<file path="config.mk">
export PLATFORM = sky130hd
export DESIGN_NAME = enc_lane_sched_flat
export DESIGN_NICKNAME = d
export VERILOG_FILES = /design/src/rtl/enc8b10b_pkg.sv /design/src/rtl/enc_lane_sched_if.sv /design/src/rtl/enc_rr_arbiter.sv /design/src/rtl/enc_lane_sched.sv /design/src/flat_wrapper.sv
export SDC_FILE = /design/constraint.sdc
export NUM_CORES = 1
export LEC_CHECK = 0
export CORE_MARGIN = 4
export CORE_UTILIZATION = 40
export DETAILED_ROUTE_END_ITERATION = 6
export HOLD_SLACK_MARGIN = 0.03
export PLACE_DENSITY = 0.73
export SKIP_LAST_GASP = 1
export SYNTH_ARGS = -nofsm -noshare
export SYNTH_HDL_FRONTEND = slang
export SYNTH_HIERARCHICAL = 1
export SYNTH_SLANG_ARGS = --single-unit
</file>
<file path="constraint.sdc">
create_clock -name clk -period 5.2 [get_ports clk]
set_input_delay 0.78 -clock clk [delete_from_list [all_inputs] [get_ports clk]]
set_output_delay 0.78 -clock clk [all_outputs]
set_load 0.01 [all_outputs]
</file>
<file path="src/rtl/enc8b10b_pkg.sv">
`default_nettype none
// ============================================================================
//  Module      : enc8b10b_pkg
//  Description : Shared constants and helpers for the 8b/10b lane scheduler:
//                K-code byte values, running-disparity encodings, lane-index
//                width function and a codeword ones counter.
//  Ports       : none (package)
//  Revision    : 1.0 - initial release
// ============================================================================
package enc8b10b_pkg;

  // Running disparity encodings as carried on o_rd
  localparam logic RD_MINUS = 1'b0;
  localparam logic RD_PLUS  = 1'b1;

  // Control-code bytes (HGFEDCBA) that the ROMs know about
  localparam logic [7:0] K28_0 = 8'h1C;
  localparam logic [7:0] K28_1 = 8'h3C;
  localparam logic [7:0] K28_2 = 8'h5C;
  localparam logic [7:0] K28_3 = 8'h7C;
  localparam logic [7:0] K28_4 = 8'h9C;
  localparam logic [7:0] K28_5 = 8'hBC;
  localparam logic [7:0] K28_6 = 8'hDC;
  localparam logic [7:0] K28_7 = 8'hFC;
  localparam logic [7:0] K23_7 = 8'hF7;
  localparam logic [7:0] K27_7 = 8'hFB;
  localparam logic [7:0] K29_7 = 8'hFD;
  localparam logic [7:0] K30_7 = 8'hFE;

  // Width of a lane index; never below one bit so a vector can be declared
  function automatic int lane_idx_w(input int n);
    return (n < 2) ? 1 : $clog2(n);
  endfunction

  // Number of ones in a 10-bit codeword (4, 5 or 6 for legal codes)
  function automatic logic [3:0] ones10(input logic [9:0] c);
    logic [3:0] s;
    s = '0;
    for (int i = 0; i < 10; i++) s = s + {3'b000, c[i]};
    return s;
  endfunction

endpackage
`default_nettype wire

</file>
<file path="src/rtl/enc_lane_sched_if.sv">
`default_nettype none
// ============================================================================
//  Module      : enc_lane_sched_if
//  Description : Per-lane request bus into the lane scheduler.
//  Signals     : i_req_valid [N]   per-lane request
//                i_req_data  [8N]  per-lane byte, lane n at [8n+7:8n]
//                i_req_k     [N]   per-lane control-word flag
//                o_req_ready [N]   one-hot grant back to the lanes
//  Modports    : master - lane side, slave - scheduler side
//  Revision    : 1.0 - initial release
// ============================================================================
interface enc_lane_sched_if #(
  parameter int NUM_LANES = 4
) ();
  logic [NUM_LANES-1:0]   i_req_valid;
  logic [8*NUM_LANES-1:0] i_req_data;
  logic [NUM_LANES-1:0]   i_req_k;
  logic [NUM_LANES-1:0]   o_req_ready;

  modport master (
    output i_req_valid,
    output i_req_data,
    output i_req_k,
    input  o_req_ready
  );

  modport slave (
    input  i_req_valid,
    input  i_req_data,
    input  i_req_k,
    output o_req_ready
  );
endinterface
`default_nettype wire

</file>
<file path="src/rtl/enc_rr_arbiter.sv">
`default_nettype none
// ============================================================================
//  Module      : enc_rr_arbiter
//  Description : Round-robin arbiter, one grant per cycle. Search begins at
//                an internal pointer; after a grant to lane g the pointer
//                moves to (g+1) mod N.
//  Ports       : clk, rst_n   clock, async active-low reset
//                req   [N]    request vector
//                en           1 = grants allowed
//                grant [N]    one-hot grant (combinational)
//  Revision    : 1.0 - initial release
// ============================================================================
module enc_rr_arbiter
  import enc8b10b_pkg::*;
#(
  parameter int N = 4
) (
  input  logic         clk,
  input  logic         rst_n,
  input  logic [N-1:0] req,
  input  logic         en,
  output logic [N-1:0] grant
);
  localparam int            PW  = lane_idx_w(N);
  localparam logic [PW:0]   C_N = (PW+1)'(N);

  logic [PW-1:0] r_ptr;
  logic [PW-1:0] w_gidx;
  logic [PW-1:0] w_idx;
  logic [PW:0]   w_sum;
  logic          w_found;

  // Walk the lanes starting at the pointer; the first requester wins.
  // The modulo is a single conditional subtract because ptr+i < 2N.
  always_comb begin
    grant   = '0;
    w_found = 1'b0;
    w_gidx  = '0;
    w_sum   = '0;
    w_idx   = '0;
    for (int i = 0; i < N; i++) begin
      w_sum = {1'b0, r_ptr} + (PW+1)'(i);
      if (w_sum >= C_N) w_sum = w_sum - C_N;
      w_idx = w_sum[PW-1:0];
      if (en && !w_found && req[w_idx]) begin
        grant[w_idx] = 1'b1;
        w_found      = 1'b1;
        w_gidx       = w_idx;
      end
    end
  end

  always_ff @(posedge clk or negedge rst_n) begin
    if (!rst_n) begin
      r_ptr <= '0;
    end else if (w_found) begin
      r_ptr <= (w_gidx == PW'(N - 1)) ? '0 : w_gidx + 1'b1;
    end
  end

endmodule
`default_nettype wire

</file>
<file path="src/rtl/enc_lane_sched.sv">
`default_nettype none
// ============================================================================
//  Module      : enc_lane_sched
//  Description : Shares one RD-minus / RD-plus 8b/10b ROM pair between
//                NUM_LANES requesting lanes. Round-robin grant, 2-cycle
//                latency, one word per cycle, per-lane running disparity.
//  Ports       : clk, rst_n            clock, async active-low reset
//                i_en                  1 = new grants allowed
//                i_rd_init             clear every lane's RD to minus
//                req_if (slave)        per-lane valid/data/k, ready out
//                o_rom_addr/rd_en/k    ROM address, read strobe, K select
//                i_minus_/i_plus_out   ROM codewords (abcdeifghj)
//                i_minus_/i_plus_k_err ROM K-not-found flags
//                o_valid/lane/code     encoded word, one-cycle pulse
//                o_k_error             control word not in table
//                o_rd                  running disparity per lane
//  Revision    : 1.0 - initial release
// ============================================================================
module enc_lane_sched
  import enc8b10b_pkg::*;
#(
  parameter int NUM_LANES = 4
) (
  input  logic                                clk,
  input  logic                                rst_n,
  input  logic                                i_en,
  input  logic                                i_rd_init,
  enc_lane_sched_if.slave                     req_if,
  output logic [7:0]                          o_rom_addr,
  output logic                                o_rom_rd_en,
  output logic                                o_rom_k,
  input  logic [9:0]                          i_minus_out,
  input  logic [9:0]                          i_plus_out,
  input  logic                                i_minus_k_err,
  input  logic                                i_plus_k_err,
  output logic                                o_valid,
  output logic [lane_idx_w(NUM_LANES)-1:0]    o_lane,
  output logic [9:0]                          o_code,
  output logic                                o_k_error,
  output logic [NUM_LANES-1:0]                o_rd
);
  localparam int LW = lane_idx_w(NUM_LANES);

  // ---------------------------------------------------------------- stage 1
  logic [NUM_LANES-1:0] w_grant;
  logic                 w_arb_en;
  logic                 w_any;
  logic [LW-1:0]        w_gidx;
  logic [7:0]           w_gbyte;
  logic                 w_gk;
  logic [7:0]           r_addr_hold;

  // Reset also blocks grants so the ROM strobe and ready stay low while
  // rst_n is asserted, even with requests present.
  assign w_arb_en = i_en & rst_n;

  enc_rr_arbiter #(
    .N (NUM_LANES)
  ) u_arb (
    .clk   (clk),
    .rst_n (rst_n),
    .req   (req_if.i_req_valid),
    .en    (w_arb_en),
    .grant (w_grant)
  );

  assign req_if.o_req_ready = w_grant;
  assign w_any              = |w_grant;

  always_comb begin
    w_gidx  = '0;
    w_gbyte = '0;
    w_gk    = 1'b0;
    for (int i = 0; i < NUM_LANES; i++) begin
      if (w_grant[i]) begin
        w_gidx  = LW'(i);
        w_gbyte = req_if.i_req_data[8*i +: 8];
        w_gk    = req_if.i_req_k[i];
      end
    end
  end

  // Address is live in the grant cycle and parks on the last byte otherwise
  assign o_rom_addr  = w_any ? w_gbyte : r_addr_hold;
  assign o_rom_rd_en = w_any;

  // ---------------------------------------------------------------- stage 2
  logic                 r_s2_valid;
  logic [LW-1:0]        r_s2_lane;
  logic                 r_s2_k;
  logic [NUM_LANES-1:0] r_rd;
  logic [NUM_LANES-1:0] w_rd_nxt;
  logic                 w_s2_rd;
  logic [9:0]           w_code;
  logic                 w_kerr;
  logic                 w_flip;

  always_ff @(posedge clk or negedge rst_n) begin
    if (!rst_n) begin
      r_addr_hold <= '0;
      r_s2_valid  <= 1'b0;
      r_s2_lane   <= '0;
      r_s2_k      <= 1'b0;
    end else begin
      r_s2_valid <= w_any;
      if (w_any) begin
        r_addr_hold <= w_gbyte;
        r_s2_lane   <= w_gidx;
        r_s2_k      <= w_gk;
      end
    end
  end

  assign o_rom_k = r_s2_k;

  // r_rd already holds the previous word's update, so back-to-back words on
  // one lane chain correctly without a bubble.
  assign w_s2_rd = r_rd[r_s2_lane];
  assign w_code  = (w_s2_rd == RD_PLUS) ? i_plus_out : i_minus_out;
  assign w_kerr  = ((w_s2_rd == RD_PLUS) ? i_plus_k_err : i_minus_k_err) & r_s2_k;
  assign w_flip  = (ones10(w_code) != 4'd5);

  always_comb begin
    w_rd_nxt = r_rd;
    if (r_s2_valid && !w_kerr && w_flip) begin
      w_rd_nxt[r_s2_lane] = ~r_rd[r_s2_lane];
    end
    // Clear has priority over a same-cycle update
    if (i_rd_init) begin
      w_rd_nxt = {NUM_LANES{RD_MINUS}};
    end
  end

  // ---------------------------------------------------------------- output
  logic          r_valid;
  logic [LW-1:0] r_lane;
  logic [9:0]    r_code;
  logic          r_kerr;

  always_ff @(posedge clk or negedge rst_n) begin
    if (!rst_n) begin
      r_rd    <= {NUM_LANES{RD_MINUS}};
      r_valid <= 1'b0;
      r_lane  <= '0;
      r_code  <= '0;
      r_kerr  <= 1'b0;
    end else begin
      r_rd    <= w_rd_nxt;
      r_valid <= r_s2_valid;
      r_kerr  <= r_s2_valid & w_kerr;
      if (r_s2_valid) begin
        r_lane <= r_s2_lane;
        r_code <= w_kerr ? 10'd0 : w_code;
      end
    end
  end

  assign o_valid   = r_valid;
  assign o_lane    = r_lane;
  assign o_code    = r_code;
  assign o_k_error = r_kerr;
  assign o_rd      = r_rd;

endmodule
`default_nettype wire

</file>
<file path="src/flat_wrapper.sv">
// flat-port wrapper written by rule: the top's interface ports become plain ports
module enc_lane_sched_flat import enc8b10b_pkg::*;
#(
  parameter int NUM_LANES = 4
)
  (clk, rst_n, i_en, i_rd_init, o_rom_addr, o_rom_rd_en, o_rom_k, i_minus_out, i_plus_out, i_minus_k_err, i_plus_k_err, o_valid, o_lane, o_code, o_k_error, o_rd, req_if_i_req_valid, req_if_i_req_data, req_if_i_req_k, req_if_o_req_ready);
  enc_lane_sched_if #(.NUM_LANES(NUM_LANES)) req_if_i ();
  input  logic clk;
  input  logic rst_n;
  input  logic i_en;
  input  logic i_rd_init;
  output logic [7:0] o_rom_addr;
  output logic o_rom_rd_en;
  output logic o_rom_k;
  input  logic [9:0] i_minus_out;
  input  logic [9:0] i_plus_out;
  input  logic i_minus_k_err;
  input  logic i_plus_k_err;
  output logic o_valid;
  output logic [lane_idx_w(NUM_LANES)-1:0] o_lane;
  output logic [9:0] o_code;
  output logic o_k_error;
  output logic [NUM_LANES-1:0] o_rd;
  input wire logic [$bits(req_if_i.i_req_valid)-1:0] req_if_i_req_valid;
  input wire logic [$bits(req_if_i.i_req_data)-1:0] req_if_i_req_data;
  input wire logic [$bits(req_if_i.i_req_k)-1:0] req_if_i_req_k;
  output wire logic [$bits(req_if_i.o_req_ready)-1:0] req_if_o_req_ready;
  assign req_if_i.i_req_valid = req_if_i_req_valid;
  assign req_if_i.i_req_data = req_if_i_req_data;
  assign req_if_i.i_req_k = req_if_i_req_k;
  assign req_if_o_req_ready = req_if_i.o_req_ready;
  enc_lane_sched #(.NUM_LANES(NUM_LANES)) u_core (.clk(clk), .rst_n(rst_n), .i_en(i_en), .i_rd_init(i_rd_init), .req_if(req_if_i), .o_rom_addr(o_rom_addr), .o_rom_rd_en(o_rom_rd_en), .o_rom_k(o_rom_k), .i_minus_out(i_minus_out), .i_plus_out(i_plus_out), .i_minus_k_err(i_minus_k_err), .i_plus_k_err(i_plus_k_err), .o_valid(o_valid), .o_lane(o_lane), .o_code(o_code), .o_k_error(o_k_error), .o_rd(o_rd));
endmodule
</file>
After elaboration in Yosys (flattened, before gate mapping)
Index checks and enable logic that the tools add are counted.
{ "word_totals": {"input_bits": 66, "output_inout_bits": 32, "reg_bits": 32} }
{ "op_classes": {"magnitude_cmp": 14, "reduce_logical": 20, "n_addsub": 17, "n_bitwise": 7, "n_mux": 55, "n_eq_ne": 2} }
{ "op_table": {"columns": ["op", "count"], "rows": [
  ["$mux W8", 5],
  ["$add A4 B1 Y4", 8],
  ["$mux W4", 6],
  ["$mux W2", 11],
  ["$mux W1", 20],
  ["$mux W10", 2],
  ["$lt A2 B3 Y1 const B", 5],
  ["$logic_and A1 B1 Y1", 14],
  ["$or A4 B4 Y4", 3],
  ["$bmux W1 S2", 5],
  ["$demux W1 S2", 5],
  ["$ge A2 B1 Y1 const B", 5],
  ["$ge A3 B3 Y1 const B", 3],
  ["$sub A2 B1 Y2 const B", 4],
  ["$add A2 B2 Y3 const B", 2],
  ["$bwmux W4", 1],
  ["$logic_not A1 Y1", 4],
  ["$ne A4 B3 Y1 const B", 1],
  ["$reduce_or A4 Y1", 1],
  ["$add A2 B1 Y3 const B", 1],
  ["$and A1 B1 Y1", 3],
  ["$ge A2 B3 Y1 const B", 1],
  ["$add A1 B1 Y2", 1],
  ["$add A2 B1 Y2 const B", 1],
  ["other kinds (3)", 3]
]} }

Longest topological paths before layout
{ "depth": {"depth_word": 23, "mapped_depth": 15, "depth_no_buf": 13} }

Modules after synthesis
The synthesis kept the hierarchy.
{ "modules_own_cells": {"columns": ["module", "instances", "area_per_inst_um2", "cells_each"], "rows": [
  ["enc_lane_sched", 1, 1714.1, 157],
  ["enc_rr_arbiter", 1, 641.9, 73]
]} }

Worst setup path after synthesis
Ideal clock, no wire load.
{ "synth_timing": {"kind": "reg-to-reg", "from": "reg u_core.r_s2_lane[0]", "to": "reg u_core.r_rd[2], in the netlist u_core/o_rd[2]", "setup_slack_ns": 0.526, "arrival_ns": 4.574, "path_stages_with_launch": 15, "required_ns": 5.101, "synth_period_minus_slack_ns": 4.674, "path_cell_list": "dfrtp_1 > mux4_2 > buf_6 > mux2i_1 > fa_1 > fa_1 > fa_1 > inv_1 > ha_1 > inv_1 > fa_1 > and4b_1 > a311oi_1 > a31oi_1 > a311oi_1"} }
{ "synth_via": {"elab_chain_len": 15, "elab_cells_between_ends": 28} }
{ "synth_rtl": {"columns": ["item", "line_no", "source"], "rows": [
  ["start: declaration", "enc_lane_sched.sv:89", "logic [LW-1:0] r_s2_lane;"],
  ["start signal: assignment", "enc_lane_sched.sv:108", "r_s2_lane <= w_gidx;"],
  ["$bmux W1 S2", "enc_lane_sched.sv:118, enc_lane_sched.sv:126", null],
  ["$mux W1 (not written as such)", "enc_lane_sched.sv:118, enc_lane_sched.sv:126", null],
  ["$mux W10", "enc_lane_sched.sv:119", "assign w_code = (w_s2_rd == RD_PLUS) ? i_plus_out : i_minus_out;"],
  ["$add A1 B1 Y2", "enc8b10b_pkg.sv:39", "for (int i = 0; i < 10; i++) s = s + {3'b000, c[i]};"],
  ["$add A4 B1 Y4 (8 in a row)", "enc8b10b_pkg.sv:39", null],
  ["$ne A4 B3 Y1", "enc_lane_sched.sv:121", "assign w_flip = (ones10(w_code) != 4'd5);"],
  ["$logic_and A1 B1 Y1", "enc_lane_sched.sv:125", "if (r_s2_valid && !w_kerr && w_flip) begin"],
  ["$reduce_bool A2 Y1 (no source line)", null, null],
  ["end signal: assignment", "enc_lane_sched.sv:142", "r_rd <= {NUM_LANES{RD_MINUS}};"],
  ["end signal: assignment", "enc_lane_sched.sv:148", "r_rd <= w_rd_nxt;"],
  ["end: declaration", "enc_lane_sched.sv:91", "logic [NUM_LANES-1:0] r_rd;"]
]} }
Several ways; a longest one is shown, not always the timed one. The select of a mux whose other input is x is not followed.
A chain may end at the register's enable or synchronous reset.

Worst setup path in the final report
{ "layout_timing": {"from": "in req_if_i_req_valid[0]", "to": "out o_rom_addr[4]"} }
{ "layout_via": {"elab_chain_len": 21, "elab_cells_between_ends": 34} }
{ "layout_rtl": {"columns": ["item", "line_no", "source"], "rows": [
  ["start: declaration", "flat_wrapper.sv:24", "input wire logic [$bits(req_if_i.i_req_valid)-1:0] req_if_i_req_valid;"],
  ["$bmux W1 S2", "enc_rr_arbiter.sv:45", "if (en && !w_found && req[w_idx]) begin"],
  ["$mux W1 (not written as such)", "enc_rr_arbiter.sv:45", null],
  ["$logic_and A1 B1 Y1", "enc_rr_arbiter.sv:45", null],
  ["$mux W1", "enc_rr_arbiter.sv:45", null],
  ["$logic_not A1 Y1", "enc_rr_arbiter.sv:45", null],
  ["$logic_and A1 B1 Y1 (2 in a row)", "enc_rr_arbiter.sv:45", null],
  ["$mux W1", "enc_rr_arbiter.sv:45", null],
  ["$logic_not A1 Y1", "enc_rr_arbiter.sv:45", null],
  ["$logic_and A1 B1 Y1 (2 in a row)", "enc_rr_arbiter.sv:45", null],
  ["$mux W1", "enc_rr_arbiter.sv:45", null],
  ["$logic_not A1 Y1", "enc_rr_arbiter.sv:45", null],
  ["$logic_and A1 B1 Y1 (2 in a row)", "enc_rr_arbiter.sv:45", null],
  ["$mux W4 *", "enc_rr_arbiter.sv:45", null],
  ["$mux W8 (4 in a row)", "enc_lane_sched.sv:75", "if (w_grant[i]) begin"],
  ["$mux W8 *", "enc_lane_sched.sv:84", "assign o_rom_addr = w_any ? w_gbyte : r_addr_hold;"],
  ["end: declaration", "flat_wrapper.sv:12", "output logic [7:0] o_rom_addr;"]
]} }
Every way passes the cells marked *; elsewhere a longest branch is shown, timed or not. The select of a mux whose other input is x is not followed.

==> results.txt <==
98 I/O pins were placed. Post-synthesis register bit count: 32. The number of cells traversed by the worst hold path is 1, and the data required time of the worst path is 4.42 ns. The analysis attributes to cell leakage a power of 1.428 nW. Each instance of the synthesized netlist takes up on average 10.24 µm². The clock transition at the register clock pins on the worst setup and hold paths after CTS is 0.06 ns. Across all layers, the routed design uses 2231 vias. Headroom to the max-slew limit: 56.74%. The tools report the total global routing overflow as 0. The number of different library cells used by synthesis comes to 47.

The later pin in the worst-skew pair is clocked with a latency of 0.28 ns. The post-route netlist has 11.98% of its cells at a drive strength greater than 1. The synthesized netlist occupies a cell area of 2356 µm². Detailed placement finished with a half-perimeter wire length of 5190 µm. The number of buffers added to fix hold violations after cts came out at 0. The number of maximum-capacitance violations is 0. The area of the placeable core was 5608 µm².

The worst register-to-register path begins at u_core/r_s2_lane[0]. The count of cells along the worst register-to-register path came out at 13. The Yosys step of the flow raised 6 warnings.

The effective utilization at floorplan came out at 42.01%. The worst setup path is of the input port to output pin kind. The number of enable flip-flop cells after synthesis works out to 0. The endpoint identified for the worst register-to-register timing path is u_core/o_rd[3]. TritonCTS built the clock tree.

The number of buffers inserted during clock tree synthesis was 5. The arrival time at the worst endpoint was 4.18 ns. The routability-driven placement congestion ratio is 0.8316, and the per-cell via count in the routed design is 5.495.

Setup repair after global routing left no endpoint under its margin. The antenna diode count was 0. In this run the cell area measured after placement is 3413 µm².

Relative to the synthesized area, the layout overhead comes to 49.12%. Wires add up to 6734 µm. For the number of antenna violations at the first check in global routing, the log shows 0. VDD sags by at most 0.3223 mV. STA classifies the critical path endpoint as an output pin. The first detailed-routing pass ran for 4 iterations. The number of remaining DRC errors was 0; the shortest clock period the worst path allows after layout was 4.958 ns. The die is 84.75 µm wide. Global routing consumed, over all layers together, 19.22% of the routing resources. Number of slew-limit violations in the final report: 0. The flow ran to the end, and the final reports show no timing, DRC or antenna violations.

In this run the power density over the cells is 553.1 nW/µm². The run gives 0.2017 GHz as the maximum operating frequency. CTS saw 32 sinks. The worst setup path is launched from an input port. The sequential element share of the synthesized area came out at 33.99%.

The number of placement rows is 27. The clock passes through at most 2 buffers. Once layout is done, the placed cells without fillers occupy 3513 µm².

For the count of endpoints failing hold in the final timing report, the log shows 0. The worst path uses 95.34% of the clock period. In this run the clock root is driven by a sky130_fd_sc_hd__clkbuf_8.

The first global-routing pass estimated 11180 µm of wire. Total power for the finished layout comes to 1.943 mW. The average routed wire per standard cell was 16.59 µm; the slack of the worst reg-to-reg path was 0.31 ns. Summed over all failing endpoints, the final setup total negative slack is 0 ns.

The post-synthesis instance total was 230. The worst hold path terminates at u_core/r_addr_hold[1]. The tightest min-delay check is of the flop to flop type.

At the pin with the least slew margin, the transition time is 0.6489 ns. The H-tree was split into 2 levels. The count of buffers added on input and output ports is 97. The floorplan step defined a die boundary enclosing 7182 µm². Entering global routing, the biggest net connects 33 pins. Along the worst path, the maximum fanout reaches 9. The hold path startpoint was u_core/r_addr_hold[1]. For this run, asynchronously set or reset flops after synthesis account for 100.0%. After clock tree synthesis, the repair step resized 0 gates. For the net count after synthesis, the log shows 311. Clock skew on the completed layout was measured at 0.003007 ns.

The dominant synthesized flop cell is sky130_fd_sc_hd__dfrtp_1. The number of setup buffers added after CTS is 0. The run gives 414 as the number of nets in the layout.

For the initial DRC count, the log shows 120. The vertical extent of the die is 84.75 µm, and the number of global-route vias before repair is 2215. The tools report the number of routed nets with antenna violations as 0. Setup violations remaining at the end of the flow were counted as 0.
[power by group]
| part | switching (mW) | internal [mW] | total (mW) | leakage [nW] |
|---|---|---|---|---|
| clock | 0.0906 | 0.105 | 0.196 | 0.0510 |
| sequential | 0.0713 | 0.359 | 0.430 | 0.402 |
| combinational | 0.641 | 0.677 | 1.32 | 0.975 |
| total | 0.803 | 1.14 | 1.94 | 1.43 |
[kinds of logic after synthesis]
family	after synthesis	share of synthesized area (%)
compound gates	76	23.63
fa+ha+maj	15	9.878
buf+inv	35	7.488
flops	32	33.99
mux	22	12.32
simple gates	50	12.69
[area by class of cell]
cell class / instances / area (µm²)
Clock buffer: 6 / 82.58
Clock inverter: 2 / 10.01
Fill cell: 490 / 2095
Inverter: 22 / 82.58
Multi-Input combinational cell: 163 / 1386
Sequential cell: 32 / 800.8
Tap cell: 72 / 90.09
Timing Repair Buffer: 109 / 1061
[cell usage in the layout (no fill, tap or decap), types with 4 or more instances in the layout]
cell | netlist | final
sky130_fd_sc_hd__nand2_1 | 14 | 14
sky130_fd_sc_hd__mux2i_1 | 14 | 14
sky130_fd_sc_hd__fa_1 | 6 | 6
sky130_fd_sc_hd__a22oi_1 | 13 | 13
sky130_fd_sc_hd__clkbuf_8 | 0 | 6
sky130_fd_sc_hd__ha_1 | 9 | 9
sky130_fd_sc_hd__a311oi_1 | 5 | 4
sky130_fd_sc_hd__nor2b_1 | 8 | 8
sky130_fd_sc_hd__buf_4 | 2 | 12
sky130_fd_sc_hd__o21ai_0 | 16 | 16
sky130_fd_sc_hd__dfrtp_1 | 32 | 32
sky130_fd_sc_hd__inv_1 | 22 | 22
sky130_fd_sc_hd__o22ai_1 | 9 | 9
sky130_fd_sc_hd__a221o_1 | 13 | 12
sky130_fd_sc_hd__nor2_1 | 6 | 6
sky130_fd_sc_hd__clkdlybuf4s50_1 | 0 | 97
[synthesized netlist by cell type (5+ instances only)]
master,instances,area [µm²]
sky130_fd_sc_hd__a221o_1,13,130.1
sky130_fd_sc_hd__a22oi_1,13,97.59
sky130_fd_sc_hd__a311oi_1,5,43.79
sky130_fd_sc_hd__ha_1,9,112.6
sky130_fd_sc_hd__inv_1,22,82.58
sky130_fd_sc_hd__nand2_1,14,52.55
sky130_fd_sc_hd__fa_1,6,120.1
sky130_fd_sc_hd__nor2_1,6,22.52
sky130_fd_sc_hd__clkbuf_1,6,22.52
sky130_fd_sc_hd__nor2b_1,8,50.05
sky130_fd_sc_hd__o22ai_1,9,56.30
sky130_fd_sc_hd__o21ai_0,16,80.08
sky130_fd_sc_hd__buf_6,5,56.30
sky130_fd_sc_hd__dfrtp_1,32,800.8
sky130_fd_sc_hd__mux2i_1,14,140.1
[worst max-delay path, cell delays in order]
cell and delay [ns]:
sky130_fd_sc_hd__clkdlybuf4s50_1 0.54, sky130_fd_sc_hd__mux4_2 0.64, sky130_fd_sc_hd__nor3_1 0.48, sky130_fd_sc_hd__a221o_1 0.41, sky130_fd_sc_hd__nor2b_1 0.17, sky130_fd_sc_hd__buf_4 0.17, sky130_fd_sc_hd__a22oi_1 0.07, sky130_fd_sc_hd__o21ai_0 0.18
sky130_fd_sc_hd__a221o_1 0.17, sky130_fd_sc_hd__clkdlybuf4s50_1 0.55
[metal layers]
layer | GRT usage [%] | up-vias | routed length, µm
met3 | 4.711 | 9 | 336
met1 | 26.04 | 1085 | 2963
met4 | 5.899 | 0 | 106
met2 | 30.32 | 63 | 3327
met5 | 0 | - | 0
li1 | - | 1074 | -
[flip-flops by register name, indices dropped and copies added, names as in the netlist]
name and flops:
u_core/o_rd 4, u_core/o_valid 1, u_core/o_lane 2, u_core/o_k_error 1, u_core/r_addr_hold 8, u_core/o_rom_k 1
u_core/u_arb/r_ptr 2, u_core/r_s2_valid 1, u_core/o_code 10, u_core/r_s2_lane 2
[how the worst max path moves through the flow]
stage	depth (start not counted)	endpoint	slack, ns	startpoint
finish	10	o_rom_addr[4]	0.24	req_if_i_req_valid[0]
global route	10	o_rom_addr[6]	0.03	req_if_i_req_valid[1]
CTS	10	o_rom_addr[0]	0.21	req_if_i_req_valid[1]
global placement	10	o_rom_addr[2]	0.25	req_if_i_req_valid[1]
detailed placement	10	o_rom_addr[0]	0.21	req_if_i_req_valid[1]
floorplan	14	u_core/o_rd[2]	0.53	u_core/r_s2_lane[0]
[per-stage QoR]
| stage | setup WS, ns | cells | hold WS (ns) | util (%) |
|---|---|---|---|---|
| after global placement | 0.2521 | 398 | 0.4968 | 60.87 |
| after detailed placement | 0.2140 | 398 | 0.4973 | 60.87 |
| after floorplan | 0.5262 | 230 | 0.3745 | - |
| after global routing | 0.02809 | 406 | 0.5294 | 62.65 |
| final | 0.2424 | 406 | 0.5178 | 62.65 |
| after CTS | 0.2059 | 406 | 0.5194 | 62.52 |
(Power assumes the default switching activity.)
